**src/rtl/calc_pkg.sv**
```systemverilog
// calc_pkg: constants and types shared by the calculator display path.
//   - Seven-segment codes, ordered {g,f,e,d,c,b,a}, active-high.
//   - BCD digit width and the number of double-dabble iterations.
//   - Converter FSM state type.
package calc_pkg;

  localparam int BCD_W      = 4;
  localparam int CONV_ITERS = 8;

  localparam logic [6:0] SEG_0     = 7'b0111111;
  localparam logic [6:0] SEG_1     = 7'b0000110;
  localparam logic [6:0] SEG_2     = 7'b1011011;
  localparam logic [6:0] SEG_3     = 7'b1001111;
  localparam logic [6:0] SEG_4     = 7'b1100110;
  localparam logic [6:0] SEG_5     = 7'b1101101;
  localparam logic [6:0] SEG_6     = 7'b1111101;
  localparam logic [6:0] SEG_7     = 7'b0000111;
  localparam logic [6:0] SEG_8     = 7'b1111111;
  localparam logic [6:0] SEG_9     = 7'b1101111;
  localparam logic [6:0] SEG_BLANK = 7'b0000000;
  localparam logic [6:0] SEG_MINUS = 7'b1000000;

  typedef enum logic {
    IDLE = 1'b0,
    CONV = 1'b1
  } conv_state_e;

endpackage

```
**src/rtl/seg7_encode.sv**
```systemverilog
// seg7_encode: combinational BCD digit to seven-segment mapping.
// Ports:
//   digit_i  BCD digit; codes 10..15 produce a blank digit
//   blank_i  force the digit dark (leading-zero blanking)
//   minus_i  show the minus sign; overrides blank_i and digit_i
//   seg_o    segments {g,f,e,d,c,b,a}, active-high
module seg7_encode
  import calc_pkg::*;
(
  input  logic [BCD_W-1:0] digit_i,
  input  logic             blank_i,
  input  logic             minus_i,
  output logic [6:0]       seg_o
);

  always_comb begin
    seg_o = SEG_BLANK;
    if (minus_i) begin
      seg_o = SEG_MINUS;
    end else if (!blank_i) begin
      case (digit_i)
        4'd0:    seg_o = SEG_0;
        4'd1:    seg_o = SEG_1;
        4'd2:    seg_o = SEG_2;
        4'd3:    seg_o = SEG_3;
        4'd4:    seg_o = SEG_4;
        4'd5:    seg_o = SEG_5;
        4'd6:    seg_o = SEG_6;
        4'd7:    seg_o = SEG_7;
        4'd8:    seg_o = SEG_8;
        4'd9:    seg_o = SEG_9;
        default: seg_o = SEG_BLANK;
      endcase
    end
  end

endmodule

```
**src/rtl/bin_to_dec_display.sv**
```systemverilog
// bin_to_dec_display: converts the calculator's 8-bit result to three BCD
// digits with a sequential double-dabble engine (one iteration per clock)
// and drives a time-multiplexed 4-digit seven-segment display.
// Optional feature macro: SIGNED_RESULT_EN (res is two's complement, the
// magnitude is displayed and digit 3 shows a minus sign when negative).
// Ports:
//   clk, rst              clock, asynchronous active-high reset
//   res, load             operand and single-cycle conversion request
//   busy, done            conversion in progress / one-cycle commit pulse
//   hundreds, tens, ones  BCD digits of the last completed conversion
//   neg                   sign of the last completed conversion
//   an, seg               one-hot digit enable (bit 0 = ones) and segments
module bin_to_dec_display
  import calc_pkg::*;
#(
  parameter int SCAN_DIV = 1024
) (
  input  logic             clk,
  input  logic             rst,
  input  logic [7:0]       res,
  input  logic             load,
  output logic             busy,
  output logic             done,
  output logic [BCD_W-1:0] hundreds,
  output logic [BCD_W-1:0] tens,
  output logic [BCD_W-1:0] ones,
  output logic             neg,
  output logic [3:0]       an,
  output logic [6:0]       seg
);

  localparam int CNT_W = $clog2(SCAN_DIV);

  conv_state_e      state_q, state_d;
  logic [7:0]       shift_q, shift_d;
  logic [11:0]      scratch_q, scratch_d;
  logic [3:0]       iter_q, iter_d;
  logic             sign_q, sign_d;
  logic [BCD_W-1:0] hundreds_q, hundreds_d, tens_q, tens_d, ones_q, ones_d;
  logic             neg_q, neg_d;
  logic             done_q, done_d;
  logic [CNT_W-1:0] scan_cnt_q, scan_cnt_d;
  logic [1:0]       scan_idx_q, scan_idx_d;
  logic [3:0]       an_q;
  logic [6:0]       seg_q;

  // Operand selection: magnitude and sign of res at capture time.
  logic [7:0] operand;
  logic       operand_sign;
`ifdef SIGNED_RESULT_EN
  // -8'h80 wraps back to 8'h80, which reads as 128 unsigned.
  assign operand      = res[7] ? 8'(-res) : res;
  assign operand_sign = res[7];
`else
  assign operand      = res;
  assign operand_sign = 1'b0;
`endif

  // Double-dabble step: add 3 to each scratch nibble >= 5, then shift the
  // whole {scratch, shift} word left by one.
  logic [11:0] scratch_adj;
  logic [19:0] dabbled;

  for (genvar gi = 0; gi < 3; gi++) begin : g_adj
    assign scratch_adj[gi*BCD_W +: BCD_W] =
      (scratch_q[gi*BCD_W +: BCD_W] >= 4'd5) ? scratch_q[gi*BCD_W +: BCD_W] + 4'd3
                                              : scratch_q[gi*BCD_W +: BCD_W];
  end

  assign dabbled = {scratch_adj, shift_q} << 1;

  always_comb begin
    state_d    = state_q;
    shift_d    = shift_q;
    scratch_d  = scratch_q;
    iter_d     = iter_q;
    sign_d     = sign_q;
    hundreds_d = hundreds_q;
    tens_d     = tens_q;
    ones_d     = ones_q;
    neg_d      = neg_q;
    done_d     = 1'b0;
    case (state_q)
      IDLE: begin
        if (load) begin
          shift_d   = operand;
          scratch_d = '0;
          iter_d    = '0;
          sign_d    = operand_sign;
          state_d   = CONV;
        end
      end
      CONV: begin
        scratch_d = dabbled[19:8];
        shift_d   = dabbled[7:0];
        iter_d    = iter_q + 4'd1;
        if (iter_q == 4'(CONV_ITERS - 1)) begin
          hundreds_d = dabbled[19:16];
          tens_d     = dabbled[15:12];
          ones_d     = dabbled[11:8];
          neg_d      = sign_q;
          done_d     = 1'b1;
          state_d    = IDLE;
        end
      end
      default: state_d = IDLE;
    endcase
  end

  // Scan: the index advances when the divider wraps; the enable and segment
  // registers load together so an/seg always describe the same digit.
  logic             scan_wrap;
  logic [BCD_W-1:0] sel_digit;
  logic             sel_blank, sel_minus;
  logic [6:0]       sel_seg;

  assign scan_wrap  = (scan_cnt_q == CNT_W'(SCAN_DIV - 1));
  assign scan_cnt_d = scan_wrap ? '0 : scan_cnt_q + 1'b1;
  assign scan_idx_d = scan_wrap ? scan_idx_q + 2'd1 : scan_idx_q;

  always_comb begin
    sel_digit = ones_q;
    sel_blank = 1'b0;
    sel_minus = 1'b0;
    case (scan_idx_d)
      2'd0: sel_digit = ones_q;
      2'd1: begin
        sel_digit = tens_q;
        sel_blank = (hundreds_q == '0) && (tens_q == '0);
      end
      2'd2: begin
        sel_digit = hundreds_q;
        sel_blank = (hundreds_q == '0);
      end
      default: begin
        sel_digit = '0;
        sel_blank = 1'b1;
        sel_minus = neg_q;
      end
    endcase
  end

  seg7_encode u_seg7_encode (
    .digit_i (sel_digit),
    .blank_i (sel_blank),
    .minus_i (sel_minus),
    .seg_o   (sel_seg)
  );

  always_ff @(posedge clk or posedge rst) begin
    if (rst) begin
      state_q    <= IDLE;
      shift_q    <= '0;
      scratch_q  <= '0;
      iter_q     <= '0;
      sign_q     <= 1'b0;
      hundreds_q <= '0;
      tens_q     <= '0;
      ones_q     <= '0;
      neg_q      <= 1'b0;
      done_q     <= 1'b0;
      scan_cnt_q <= '0;
      scan_idx_q <= '0;
      an_q       <= 4'b0001;
      seg_q      <= SEG_0;
    end else begin
      state_q    <= state_d;
      shift_q    <= shift_d;
      scratch_q  <= scratch_d;
      iter_q     <= iter_d;
      sign_q     <= sign_d;
      hundreds_q <= hundreds_d;
      tens_q     <= tens_d;
      ones_q     <= ones_d;
      neg_q      <= neg_d;
      done_q     <= done_d;
      scan_cnt_q <= scan_cnt_d;
      scan_idx_q <= scan_idx_d;
      if (scan_wrap) begin
        an_q  <= 4'b0001 << scan_idx_d;
        seg_q <= sel_seg;
      end
    end
  end

  assign busy     = (state_q == CONV);
  assign done     = done_q;
  assign hundreds = hundreds_q;
  assign tens     = tens_q;
  assign ones     = ones_q;
  assign neg      = neg_q;
  assign an       = an_q;
  assign seg      = seg_q;

endmodule

```
**config.mk**
```make
export PLATFORM = sky130hd
export DESIGN_NAME = bin_to_dec_display
export DESIGN_NICKNAME = d
export VERILOG_FILES = /design/src/rtl/calc_pkg.sv /design/src/rtl/seg7_encode.sv /design/src/rtl/bin_to_dec_display.sv
export SDC_FILE = /design/constraint.sdc
export NUM_CORES = 1
export LEC_CHECK = 0
export BUFFER_PORTS_ARGS = -buffer_cell sky130_fd_sc_hd__buf_2
export CELL_PAD_IN_SITES_DETAIL_PLACEMENT = 2
export CELL_PAD_IN_SITES_GLOBAL_PLACEMENT = 2
export CORE_MARGIN = 1.5
export CORE_UTILIZATION = 37
export CTS_BUF_LIST = sky130_fd_sc_hd__clkbuf_16
export DETAILED_ROUTE_END_ITERATION = 7
export GPL_ROUTABILITY_DRIVEN = 0
export PLACE_DENSITY_LB_ADDON = 0.3
export SKIP_LAST_GASP = 1
export SLEW_MARGIN = 20
export SYNTH_ARGS = -nofsm -noshare
export SYNTH_HDL_FRONTEND = slang
export SYNTH_SLANG_ARGS = --single-unit
```
**constraint.sdc**
```tcl
create_clock -name clk -period 2.9 [get_ports clk]
set_input_delay 0.145 -clock clk [delete_from_list [all_inputs] [get_ports clk]]
set_output_delay 0.145 -clock clk [all_outputs]
set_load 0.005 [all_outputs]
```
* Word-level counts from Yosys, hierarchy flattened
Memories as Yosys holds them, arrays and structs flattened.
Index checks and enable logic that the tools add are counted.
** Cells by class
- Bitwise logic cells :: 1
- Divide/modulo/power cells :: 0
- Add/sub/neg operators :: 6
- Reductions and logical operators :: 5
- Shifts and indexed selects :: 1
- Equal/unequal tests :: 5
- Multipliers :: 0
- Multiplexer cells :: 19
- Order comparisons :: 3
** Operator list (number)
- case mux 12 bit (2 select lines) :: 1
- case mux 8 bit (2 select lines) :: 1
- >= comparator 4 x 3 -> 1 bit, second input constant :: 3
- two-way mux 12 bit :: 1
- two-way mux 4 bit :: 3
- case mux 4 bit (3 select lines) :: 1
- adder 10 x 1 -> 10 bit, second input constant :: 1
- equality test 10 bit, second input constant :: 1
- two-way mux 10 bit :: 1
- adder 4 x 2 -> 4 bit, second input constant :: 2
- zero test 4 bit :: 2
- two-way mux 8 bit :: 1
- case mux 4 bit (2 select lines) :: 1
- two-way mux 7 bit :: 1
- adder 4 x 1 -> 4 bit, second input constant :: 1
- equality test 4 x 3 -> 1 bit, second input constant :: 1
- two-way mux 1 bit :: 4
- << shifter 1 x 2 -> 4 bit, first input constant :: 1
- adder 3 x 2 -> 3 bit, second input constant :: 1
- two-way mux 3 bit :: 1
- case mux 1 bit (3 select lines) :: 1
- adder 2 x 1 -> 2 bit, second input constant :: 1
- equality test 2 x 1 -> 1 bit, second input constant :: 1
- equality test 2 bit, second input constant :: 1
- other kinds (7) :: 7
** Storage, ports and cells
- Bits of input ports :: 11
- Word-level logic and storage cells :: 53
- RAM bits :: 0
- Register bits :: 61
- Output and inout port bits :: 26
- Latch bits :: 0
- Memories kept :: 1
- Bits in read-only memories :: 112
** Memories
- (name not given) :: depth 16, width 7, rd ports 1, clocked after memory_dff 0, write ports 0, RTL line seg7_encode.sv:21 : case (digit_i)

* Longest topological paths before layout
Gate-level depths: netlist of run 1.
An unclocked memory read counts as a cell.
- Depth in word-level cells :: 6
- Gate-level depth with buffers :: 10
- Gate-level depth less buffers :: 9

* Hierarchy
A second synthesis of run 1 with hierarchy kept.
** Second synthesis, totals
- Cell total of the unflattened synthesis :: 338
- Area, all modules :: 3338.2 um^2
** Modules (own cells, without submodules)
- bin_to_dec_display :: seq. area each 1535.2 um^2, cells an instance 308, times used 1, area each 3088.0 um^2
- seg7_encode :: seq. area each 0.0 um^2, cells an instance 30, times used 1, area each 250.2 um^2

* Worst setup path before layout of run 1
OpenSTA, ideal clock, no wires.
- Path kind :: register to register
- Start :: register scan_cnt_q[0]
- End :: register seg_q[3], in the netlist seg[3]
- Slack :: 0.464 ns
- Buffers on the path :: 0
- Arrival time :: 2.352 ns
- Required time :: 2.816 ns
- Period minus slack after synthesis :: 2.436 ns
- Stages on the path, launching flop included :: 9
- Path through :: dfrtp_1 -> ha_1 -> nand4_1 -> nor3_1 -> mux2i_1 -> inv_1 -> ha_1 -> nand2b_1 -> a221o_2
** Between the ends
- Longest elaborated chain between the ends :: 6
- Elaborated cells between the ends (all ways) :: 9
- Those cells by class :: 3 x eq/ne; 4 x mux; 1 x reduce/logical; 1 x memory
** Ends and longest elaborated chain
- start, declared :: RTL line bin_to_dec_display.sv:42 : logic [CNT_W-1:0] scan_cnt_q, scan_cnt_d;
- start signal, assigned :: RTL line bin_to_dec_display.sv:177 : scan_cnt_q <= scan_cnt_d;
- equality test 10 bit * :: RTL line bin_to_dec_display.sv:117 : assign scan_wrap = (scan_cnt_q == CNT_W'(SCAN_DIV - 1));
- two-way mux 2 bit :: RTL line bin_to_dec_display.sv:119 : assign scan_idx_d = scan_wrap ? scan_idx_q + 2'd1 : scan_idx_q;
- equality test 2 bit, or another cell as far along :: RTL line bin_to_dec_display.sv:125 : case (scan_idx_d)
- case mux 4 bit (3 select lines) :: RTL line bin_to_dec_display.sv:125
- memory read (16 x 7 bit)
- two-way mux 7 bit :: RTL line seg7_encode.sv:20 : end else if (!blank_i) begin
- end signal, assigned :: RTL line bin_to_dec_display.sv:181 : seg_q <= sel_seg;
- end, declared :: RTL line bin_to_dec_display.sv:45 : logic [6:0] seg_q;
Every way passes the cells marked *; elsewhere a longest branch is shown, timed or not.
A chain may end at the register's enable or synchronous reset.

* Worst setup path after layout of run 1
Ends and elaborated chain as after synthesis.

==> out/results.tsv, run 1 <==
metric	value	unit
maximum VDD drop	0.371	mV
reg2reg path depth	9	
share of the synthesized area in the top cell type	41.5	%
GRT Residual Overflow	0	
CTS buffer count	9	
final core utilization	44.2	%
r2r setup slk	0.28	ns
sequential share of the synthesized area	47.2	%
max_slew headroom	46.2	%
Post-DP HPWL	5.72	mm
Synth Flop Type	dfrtp_1	
fmax	382	MHz
placeable core region	0.00864	mm^2
pin count of the biggest net entering global routing	62	
worst path arrival time	2.87	ns
non-filler cells, final	474	
Worst Max-Slew Pin Slew	0.807	ns
Critical path buffers and inverters	1	
setup TNS	0	ns
# rows	34	
RSZ-0062 raised after global routing	false	
cell family with most CP delay	simple AND/OR/NAND/NOR gates	
CP startpoint kind	flop	
TritonCTS clock tree	yes	
I/O Buffers	35	
Crit path depth	9	
Cells after DPL	458	
number of diodes	0	
Die H	96.8	um
Bufs on Longest Clock Path	2	
Hold Vio Cnt, Final	0	
first-pass GRT wire length	14.5	mm
Mapped Avg Cell Area	10.1	um^2
Synth cell types	45	
Yosys warning total	0	
Antenna Nets Post-Route	0	
vias in the first global route	2808	
cts hold-fix bufs	0	
crit-path max cell delay	0.50	ns
PD cells	947	mW/mm^2
Required @ worst endpoint	3.15	ns
Synth area leader	dfrtp_1	
die width	96.8	um
Clk pin slew, worst setup/hold paths	0.05	ns
Final Max Tran Viols	0	
DRC violations left	0	
post_cts resized	0	
count of final setup violators	0	
cell chain of the critical path	ha_1 -> nand4_1 -> nor3_1 -> nand2_1 -> nand3_1 -> inv_1 -> ha_1 -> nand2b_1 -> a221o_2	
H-tree levels	3	
Tmin final	2.62	ns
final worst-path cycle share	90.3	%
Setup Buffers After CTS	0	
initial antenna violation count	0	
die area	0.00937	mm^2
FF+latch count, synth	61	
fraction of layout cells with a size suffix above 1	21.9	%
clk sink count	61	
CP max FO	5	
Worst setup EP type	flop	
final WL	8.33	mm
via density per instance	5.43	
first drt pass iteration count	4	
Initial DRC Count	61	
WS Path Type	flop to flop	
syn_nets	345	
CP dominant cell by count	ha_1	
Initial Utilization	37.7	%
Hold Crit Class	primary input to async pin	
post-DR wirelength/cell	17.6	um
synth-to-layout area growth	17.1	%
via count	2572	
Nets	383	
MaxCap Viol Count	0	
cell count after synthesis	323	
CP max stage cell	nor3_1	
Post-synth EDFFs	0	
io pins	37	
Root Buffer	clkbuf_16	
Skew-Pair Late Insertion Delay	0.33	ns
status	finished clean	
Fin Hold WS	0.0196	ns
GR Util All Layers	19.3	%
asr flop ratio synth	100	%
Mapped Area	0.00326	mm^2
skew final	0.00709	ns
leak pwr	1.78	nW
top cells by area, synth	dfrtp_1, mux2i_1, dfstp_2	
per-stage QoR:
step                worst slack, ns  instance area [um^2]  total power [mW]
finish                        0.282                  3810              3.61
floorplan                     0.464                  3260              2.24
global placement              0.435                  3550              2.58
global route                 0.0744                  3810              3.91
detailed placement            0.283                  3550              2.68
CTS                           0.268                  3810              3.67
metal layers:
layer	track usage, %	vias to the layer above	part of all wire [%]
li1	-	1217	-
met1	24.4	1319	45
met2	32.7	27	51
met3	4.05	9	2.3
met4	6.91	0	1.3
met5	0	-	0
cell usage in the layout, fill, tap and decap left out, types with 2 or more instances in the layout:
master,netlist,routed
inv_1,13,14
nor2b_1,2,2
a22oi_1,3,3
and2_1,2,2
xor2_1,5,5
a32oi_1,3,3
nand4_1,3,3
nand3_1,9,9
buf_2,2,35
o2bb2ai_1,3,3
nand2b_1,15,15
clkinv_2,0,2
nor4_1,3,3
mux2_2,10,10
clkinvlp_4,0,2
o31ai_1,5,5
a221o_2,2,2
buf_4,1,8
a2bb2oi_1,2,2
a31oi_1,2,2
a22o_1,2,2
a21oi_1,13,13
o21ai_0,28,28
ha_1,11,11
dfstp_2,7,7
clkbuf_16,0,9
dfrtp_1,54,54
mux2i_1,26,26
nand2_1,40,40
nor3b_1,8,8
and4_1,2,2
nor3_1,3,3
nor2_1,12,12
xnor2_1,8,8
power by group:
group	leakage (nW)	internal [mW]	total [mW]	switching, mW
Combinational	0.888	0.590	1.29	0.697
Clock	0.131	0.564	0.941	0.377
Sequential	0.764	1.08	1.38	0.300
worst register-to-register path, cell delays in order (launching register included):
cell and delay, ns:
dfrtp_1 0.38, ha_1 0.24, nand4_1 0.23, nor3_1 0.50, nand2_1 0.14, nand3_1 0.17
inv_1 0.09, ha_1 0.30, nand2b_1 0.15, a221o_2 0.35
path summary, 6_finish.rpt:
path,start,endpoint
min reg2reg,an[0],an[0]
max in group asynchronous,rst,iter_q[3]
min,rst,scan_cnt_q[0]
min in group clk,res[0],shift_q[0]
max reg2reg,scan_cnt_q[0],seg[3]
max,scan_cnt_q[0],seg[3]
synth_stat cells, drive strengths merged (4+ instances only):
| cell type | count |
|---|---|
| nor2 | 12 |
| mux2 | 10 |
| inv | 13 |
| nor3b | 8 |
| nand2b | 15 |
| mux2i | 26 |
| nand2 | 40 |
| a21oi | 14 |
| buf | 6 |
| nor3 | 4 |
| clkbuf | 10 |
| o31ai | 5 |
| nand3 | 9 |
| dfrtp | 54 |
| xnor2 | 8 |
| nand4 | 4 |
| o21ai | 28 |
| dfstp | 7 |
| xor2 | 5 |
| ha | 11 |
final cells by class:
class,count,area (um^2)
fillers,957,4820
multi-input cells,233,1600
flip-flops and latches,61,1540
repair buffers,43,235
clock buffers,9,225
well taps,108,135
inverters,13,48.8
clock inverters,7,36.3
cell families after synthesis:
family | synth area share (%)
other | 0.115
muxes | 11.5
AOI/OAI and AO/OA | 12.8
xor gates and xnor gates | 3.50
and+or+nand+nor | 17.0
DFF | 47.2
adders and majority gates | 4.23
buffers and inverters | 3.77
state kept, by name, summed over array words and instances, names as in the netlist, 4 cells and up:
name	cells
an	4
hundreds	4
iter_q	4
ones	4
scan_cnt_q	10
scratch_q	12
seg	7
shift_q	8
tens	4
(Power assumes the default switching activity.)
==> run 2: changes to the inputs <==
Settings changed: CORE_ASPECT_RATIO set to 0.9.
==> run 2 against run 1 <==
  * Maximum frequency shrank 0.12%
  * Critical endpoint unchanged
  * Register-to-register slack is essentially flat
  * Largest cell class unchanged
  * Largest power group unchanged
  * Worst hold slack gained 0.074 ns
==> out/results.tsv, run 2 (synthesized netlist as in run 1, its figures left out) <==
metric	value	unit	change
Hold Vio Cnt, Final	0		unchanged
GRT Residual Overflow	0		unchanged
Fin Hold WS	0.0934	ns	+0.0738 ns
placeable core region	0.00857	mm^2	-0.78%
vias in the first global route	2935		+4.5%
max_slew headroom	55.9	%	+9.7 points
first-pass GRT wire length	15.1	mm	+4.2%
die area	0.00937	mm^2	about the same
FF-to-FF End	seg[3]		
crit-path max cell delay	0.47	ns	-0.03 ns
crit path from	scan_cnt_q[0]		
die width	102	um	+5.2%
CP max stage cell	nor3_1		
count of final setup violators	0		unchanged
worst path arrival time	2.87	ns	about the same
final worst-path cycle share	90.4	%	+0.11 points
Worst setup endpoint	seg[3]		
maximum VDD drop	0.620	mV	+67%
WS Path Type	flop to flop		
status	finished clean		
Die H	92.0	um	-5.0%
commonest non-fill, non-tap cells in the layout	dfrtp_1, nand2_1, buf_2, o21ai_0, mux2i_1		
Final Max Tran Viols	0		unchanged
cell family with most CP delay	simple AND/OR/NAND/NOR gates		
Initial DRC Count	118		+93%
via count	2593		+0.82%
PD cells	983	mW/mm^2	+3.8%
Top Registers	scratch_q (12), scan_cnt_q (10), shift_q (8)		
CP max FO	4		-1
H-tree levels	3		unchanged
post-DR wirelength/cell	18.0	um	+2.5%
Reg2Reg Launch Point	scan_cnt_q[0]		
pin count of the biggest net entering global routing	34		-45%
skew final	0.00819	ns	+0.00110 ns
CP startpoint kind	flop		
GR Util All Layers	21.1	%	+1.7 points
Skew-Pair Late Insertion Delay	0.33	ns	about the same
total power	3.83	mW	+6.1%
Clk pin slew, worst setup/hold paths	0.06	ns	about the same
Worst Max-Slew Pin Slew	0.656	ns	-0.152 ns
Worst setup EP type	flop		
Root Buffer	clkbuf_16		
Initial Utilization	38.0	%	+0.30 points
# rows	32		-5.9%
reg2reg path depth	9		unchanged
number of diodes	0		unchanged
Nets	385		+0.52%
clk sink count	61		unchanged
fmax	382	MHz	-0.12%
Critical path buffers and inverters	1		unchanged
I/O Buffers	35		unchanged
setup TNS	0	ns	unchanged
first drt pass iteration count	4		unchanged
Top reg by flops	scratch_q		
Tmin final	2.62	ns	+0.00315 ns
RSZ-0062 raised after global routing	false		
MaxCap Viol Count	0		unchanged
via density per instance	5.32		-1.9%
Required @ worst endpoint	3.15	ns	about the same
final core utilization	45.5	%	+1.3 points
global route hottest layer	met2		
final WL	8.78	mm	+5.3%
DRC violations left	0		unchanged
CTS buffer count	9		unchanged
Post-DP HPWL	6.05	mm	+5.8%
TritonCTS clock tree	yes		
flip-flop count of the largest register after layout	12		unchanged
M1 GR Usage	26.1	%	+1.7 points
r2r setup slk	0.28	ns	about the same
met2 GRT Util	35.8	%	+3.1 points
leak pwr	1.81	nW	+1.7%
met3 Use GR	5.26	%	+1.2 points
initial antenna violation count	0		unchanged
Bufs on Longest Clock Path	2		unchanged
post_cts resized	0		unchanged
Crit path depth	9		unchanged
cell chain of the critical path	ha_1 -> nand4_1 -> nor3_1 -> nand2_1 -> nand3_1 -> inv_1 -> ha_1 -> nand2b_1 -> a221o_2		
Antenna Nets Post-Route	0		unchanged
most common cell after layout, fill and taps aside	dfrtp_1		
CP dominant cell by count	ha_1		
synth-to-layout area growth	19.8	%	
io pins	37		unchanged
Hold Crit Class	primary input to flop		
fraction of layout cells with a size suffix above 1	22.6	%	+0.70 points
[run 2: power by group]
group / switching [mW] / internal [mW] / total, mW
sequential: 0.264 / 1.08 / 1.35
clock: 0.389 / 0.747 / 1.14
combinational: 0.754 / 0.593 / 1.35
total: 1.41 / 2.42 / 3.83
[run 2: timing repair]
item                                   CTS  global route
setup buffers                            0             0
hold buffers                             1             0
setup endpoints to repair                0             0
endpoints found under the hold margin   24             0
[run 2: metrics by stage]
| stage | instances | setup slack (ns) | area (um^2) |
|---|---|---|---|
| finish | 487 | 0.279 | 3900 |
| CTS | 487 | 0.265 | 3900 |
| detailed placement | 470 | 0.364 | 3570 |
| global placement | 470 | 0.516 | 3570 |
| floorplan | 323 | 0.464 | 3260 |
| global route | 487 | 0.0832 | 3900 |
[run 2: worst min path at each step]
stage / startpoint / end / slack (ns) / cells past startpoint
finish: res[0] / shift_q[0] / 0.09 / 3
global route: res[0] / shift_q[0] / 0.11 / 3
CTS: res[0] / shift_q[0] / 0.09 / 3
detailed placement: rst / shift_q[6] / 0.25 / 2
global placement: rst / shift_q[5] / 0.23 / 2
floorplan: res[0] / shift_q[0] / 0.30 / 2
[run 2: final cells by class]
type | count | area (um^2)
clock buffer | 9 | 225
clock inverter | 7 | 90.1
fill | 934 | 4670
inverter | 13 | 48.8
multi-input combinational | 233 | 1600
sequential | 61 | 1540
tap | 119 | 149
timing repair buffer | 45 | 253
[run 2: per-layer routing]
metal / part of all wire (%) / up-vias / wire [um]
li1: - / 1218 / -
met1: 46 / 1333 / 4000
met2: 50 / 30 / 4430
met3: 2.5 / 12 / 221
met4: 1.5 / 0 / 131
met5: 0 / - / 0
[run 2: tightest hold or removal path: stages]
cell     delay [ns]
buf_2          0.08
mux2i_1        0.07
nor2_1         0.08
==> run 3: changes to the inputs <==
Settings changed: RECOVER_POWER set to 100, REMOVE_ABC_BUFFERS set to 1.
==> run 3 against run 2 <==
  * The flow now finishes with violations (capacitance limit, slew limit)
  * Sequential share of layout area increased by 0.94 points
  * Critical endpoint is now seg[0]
  * Worst setup slack improved by 0.0068 ns
  * First-iteration DRC count decreased by 64%
  * Maximum frequency increased by 0.26%
  * Clock power decreased by 18%
  * Count of clock-buffer cells in the layout unchanged
  * Cell count unchanged
  * Global-route usage decreased by 0.93 points
  * Critical path depth decreased by 3
  * Routed wire length decreased by 4.0%
  * Combinational power decreased by 3%
  * Critical path type unchanged
==> out/results.tsv, run 3 (synthesized netlist as in run 1, its figures left out) <==
metric	value	unit	change
status	complete, but fails checks		
failing checks	capacitance limit, slew limit		
sw frac	38.6	%	+1.9 points
I/O Buffers	35		unchanged
FF-to-FF End	seg[0]		
Fill cells	960		+2.8%
maximum VDD drop	0.464	mV	-25%
io pins	37		unchanged
most common cell after layout, fill and taps aside	dfrtp_1		
vias in the first global route	2804		-4.5%
Post-DP HPWL	5.81	mm	-4.1%
final worst-path cycle share	90.1	%	-0.24 points
number of diodes	0		unchanged
# rows	32		unchanged
RSZ-0062 raised after global routing	false		
Antenna Nets Post-Route	0		unchanged
hold path cells	3		unchanged
Sw Pwr	1.39	mW	-0.92%
Final Max Tran Viols	49		+49
Reg2Reg Launch Point	scan_cnt_q[0]		
Required @ worst endpoint	3.17	ns	+0.02 ns
first drt pass iteration count	4		unchanged
Setup Buffers After CTS	0		unchanged
initial antenna violation count	0		unchanged
reg2reg path depth	6		-3
Place WS	0.353	ns	-0.0115 ns
Hold Crit Class	primary input to flop		
Cells after DPL	471		+0.21%
count of final setup violators	0		unchanged
Top reg by flops	scratch_q		
worst path arrival time	2.88	ns	about the same
Top Registers	scratch_q (12), scan_cnt_q (10), shift_q (8)		
non-filler cells, final	487		unchanged
Skew-Pair Late Insertion Delay	0.33	ns	about the same
Worst Max-Slew Pin Slew	2.14	ns	+1.49 ns
post-placement cell area	0.00358	mm^2	+0.21%
clk sink count	61		unchanged
final WL	8.43	mm	-4.0%
Clk pin slew, worst setup/hold paths	0.05	ns	about the same
first-pass GRT wire length	14.5	mm	-3.9%
DRC violations left	0		unchanged
synth-to-layout area growth	16.9	%	
skew final	0.00519	ns	-0.00300 ns
Seq pwr share	37.9	%	+2.7 points
fmax	383	MHz	+0.26%
die area	0.00937	mm^2	unchanged
internal power	2.22	mW	-8.5%
flip-flop count of the largest register after layout	12		unchanged
Clock Power Share	26.0	%	-3.6 points
GR Util All Layers	20.1	%	-0.93 points
die width	102	um	unchanged
PD cells	949	mW/mm^2	-3.4%
placeable core region	0.00857	mm^2	unchanged
Tmin final	2.61	ns	-0.00683 ns
max_slew headroom	-43.7	%	-100 points
WS Path Type	flop to flop		
via count	2569		-0.93%
Worst setup EP type	flop		
final core utilization	44.4	%	-1.1 points
via density per instance	5.28		-0.93%
pin count of the biggest net entering global routing	49		+44%
Nets	385		unchanged
TritonCTS clock tree	yes		
Initial Utilization	38.0	%	unchanged
Root Buffer	clkbuf_16		
H-tree levels	3		unchanged
Setup WS post-layout	0.286	ns	+0.00682 ns
Hold Vio Cnt, Final	0		unchanged
CTS buffer count	9		unchanged
post-DR wirelength/cell	17.3	um	-4.0%
GRT Residual Overflow	0		unchanged
Initial DRC Count	42		-64%
Bufs on Longest Clock Path	2		unchanged
HP Start	res[0]		
MaxCap Viol Count	1		+1
design area	0.00381	mm^2	-2.3%
r2r setup slk	0.29	ns	about the same
leak pwr	1.72	nW	-5.0%
Gate power share	36.1	%	+0.9 points
Worst Hold End	shift_q[0]		
CP startpoint kind	flop		
Die H	92.0	um	unchanged
fraction of layout cells with a size suffix above 1	16.3	%	-6.3 points
commonest non-fill, non-tap cells in the layout	dfrtp_1, nand2_1, o21ai_0, mux2i_1, buf_2		
CP max FO	19		+15
run 3: area by class of cell:
type	count	area [um^2]	share of cell area, %
tap	119	149	3.91
clock buffer	9	225	5.92
inverter	13	50.0	1.31
timing repair buffer	45	214	5.62
clock inverter	7	35.0	0.920
multi-input combinational	233	1600	42.0
sequential	61	1540	40.3
run 3: power by group through the flow:
stage	sequential [mW]	clock (mW)	combinational [mW]
finish	1.37	0.939	1.31
global placement	1.36	0	1.22
global route	1.41	1.01	1.50
detailed placement	1.38	0	1.31
floorplan	1.33	0	0.886
CTS	1.37	0.974	1.36
run 3: worst max path at each step:
stage / from / end / slack [ns] / cells past startpoint
floorplan: scan_cnt_q[0] / seg[3] / -0.04 / 8
global placement: scan_cnt_q[0] / seg[3] / 0.49 / 6
detailed placement: scan_cnt_q[0] / seg[3] / 0.35 / 8
CTS: scan_cnt_q[0] / seg[3] / 0.22 / 8
global route: scan_cnt_q[0] / seg[4] / 0.09 / 5
finish: scan_cnt_q[0] / seg[0] / 0.29 / 6
run 3: through the flow:
stage | hold slack, ns | power [mW] | setup TNS (ns)
CTS | 0.0828 | 3.71 | 0
floorplan | 0.231 | 2.21 | -0.0373
global placement | 0.393 | 2.59 | 0
finish | 0.0839 | 3.61 | 0
detailed placement | 0.428 | 2.69 | 0
global route | 0.103 | 3.91 | 0
run 3: worst max-delay path, stage by stage, from the launching register on:
cell and delay, ns:
dfrtp_1 0.39, ha_1 0.25, nand4_1 0.20, or3_1 0.65, or4_1 0.73, nor3_2 0.20
a221o_2 0.14
run 3: metal layers:
layer / GRT usage [%] / vias up / share of wire [%]
met1: 24.1 / 1298 / 42
met5: 0 / - / 0
li1: - / 1226 / -
met4: 5.94 / 0 / 1.4
met2: 35.8 / 36 / 54
met3: 4.50 / 9 / 2.8
run 3: repair_timing:
item | 4_1_cts | 5_1_grt
hold buffers | 0 | 0
gates resized for setup | 0 | 1
endpoints found under the setup margin | 0 | 1
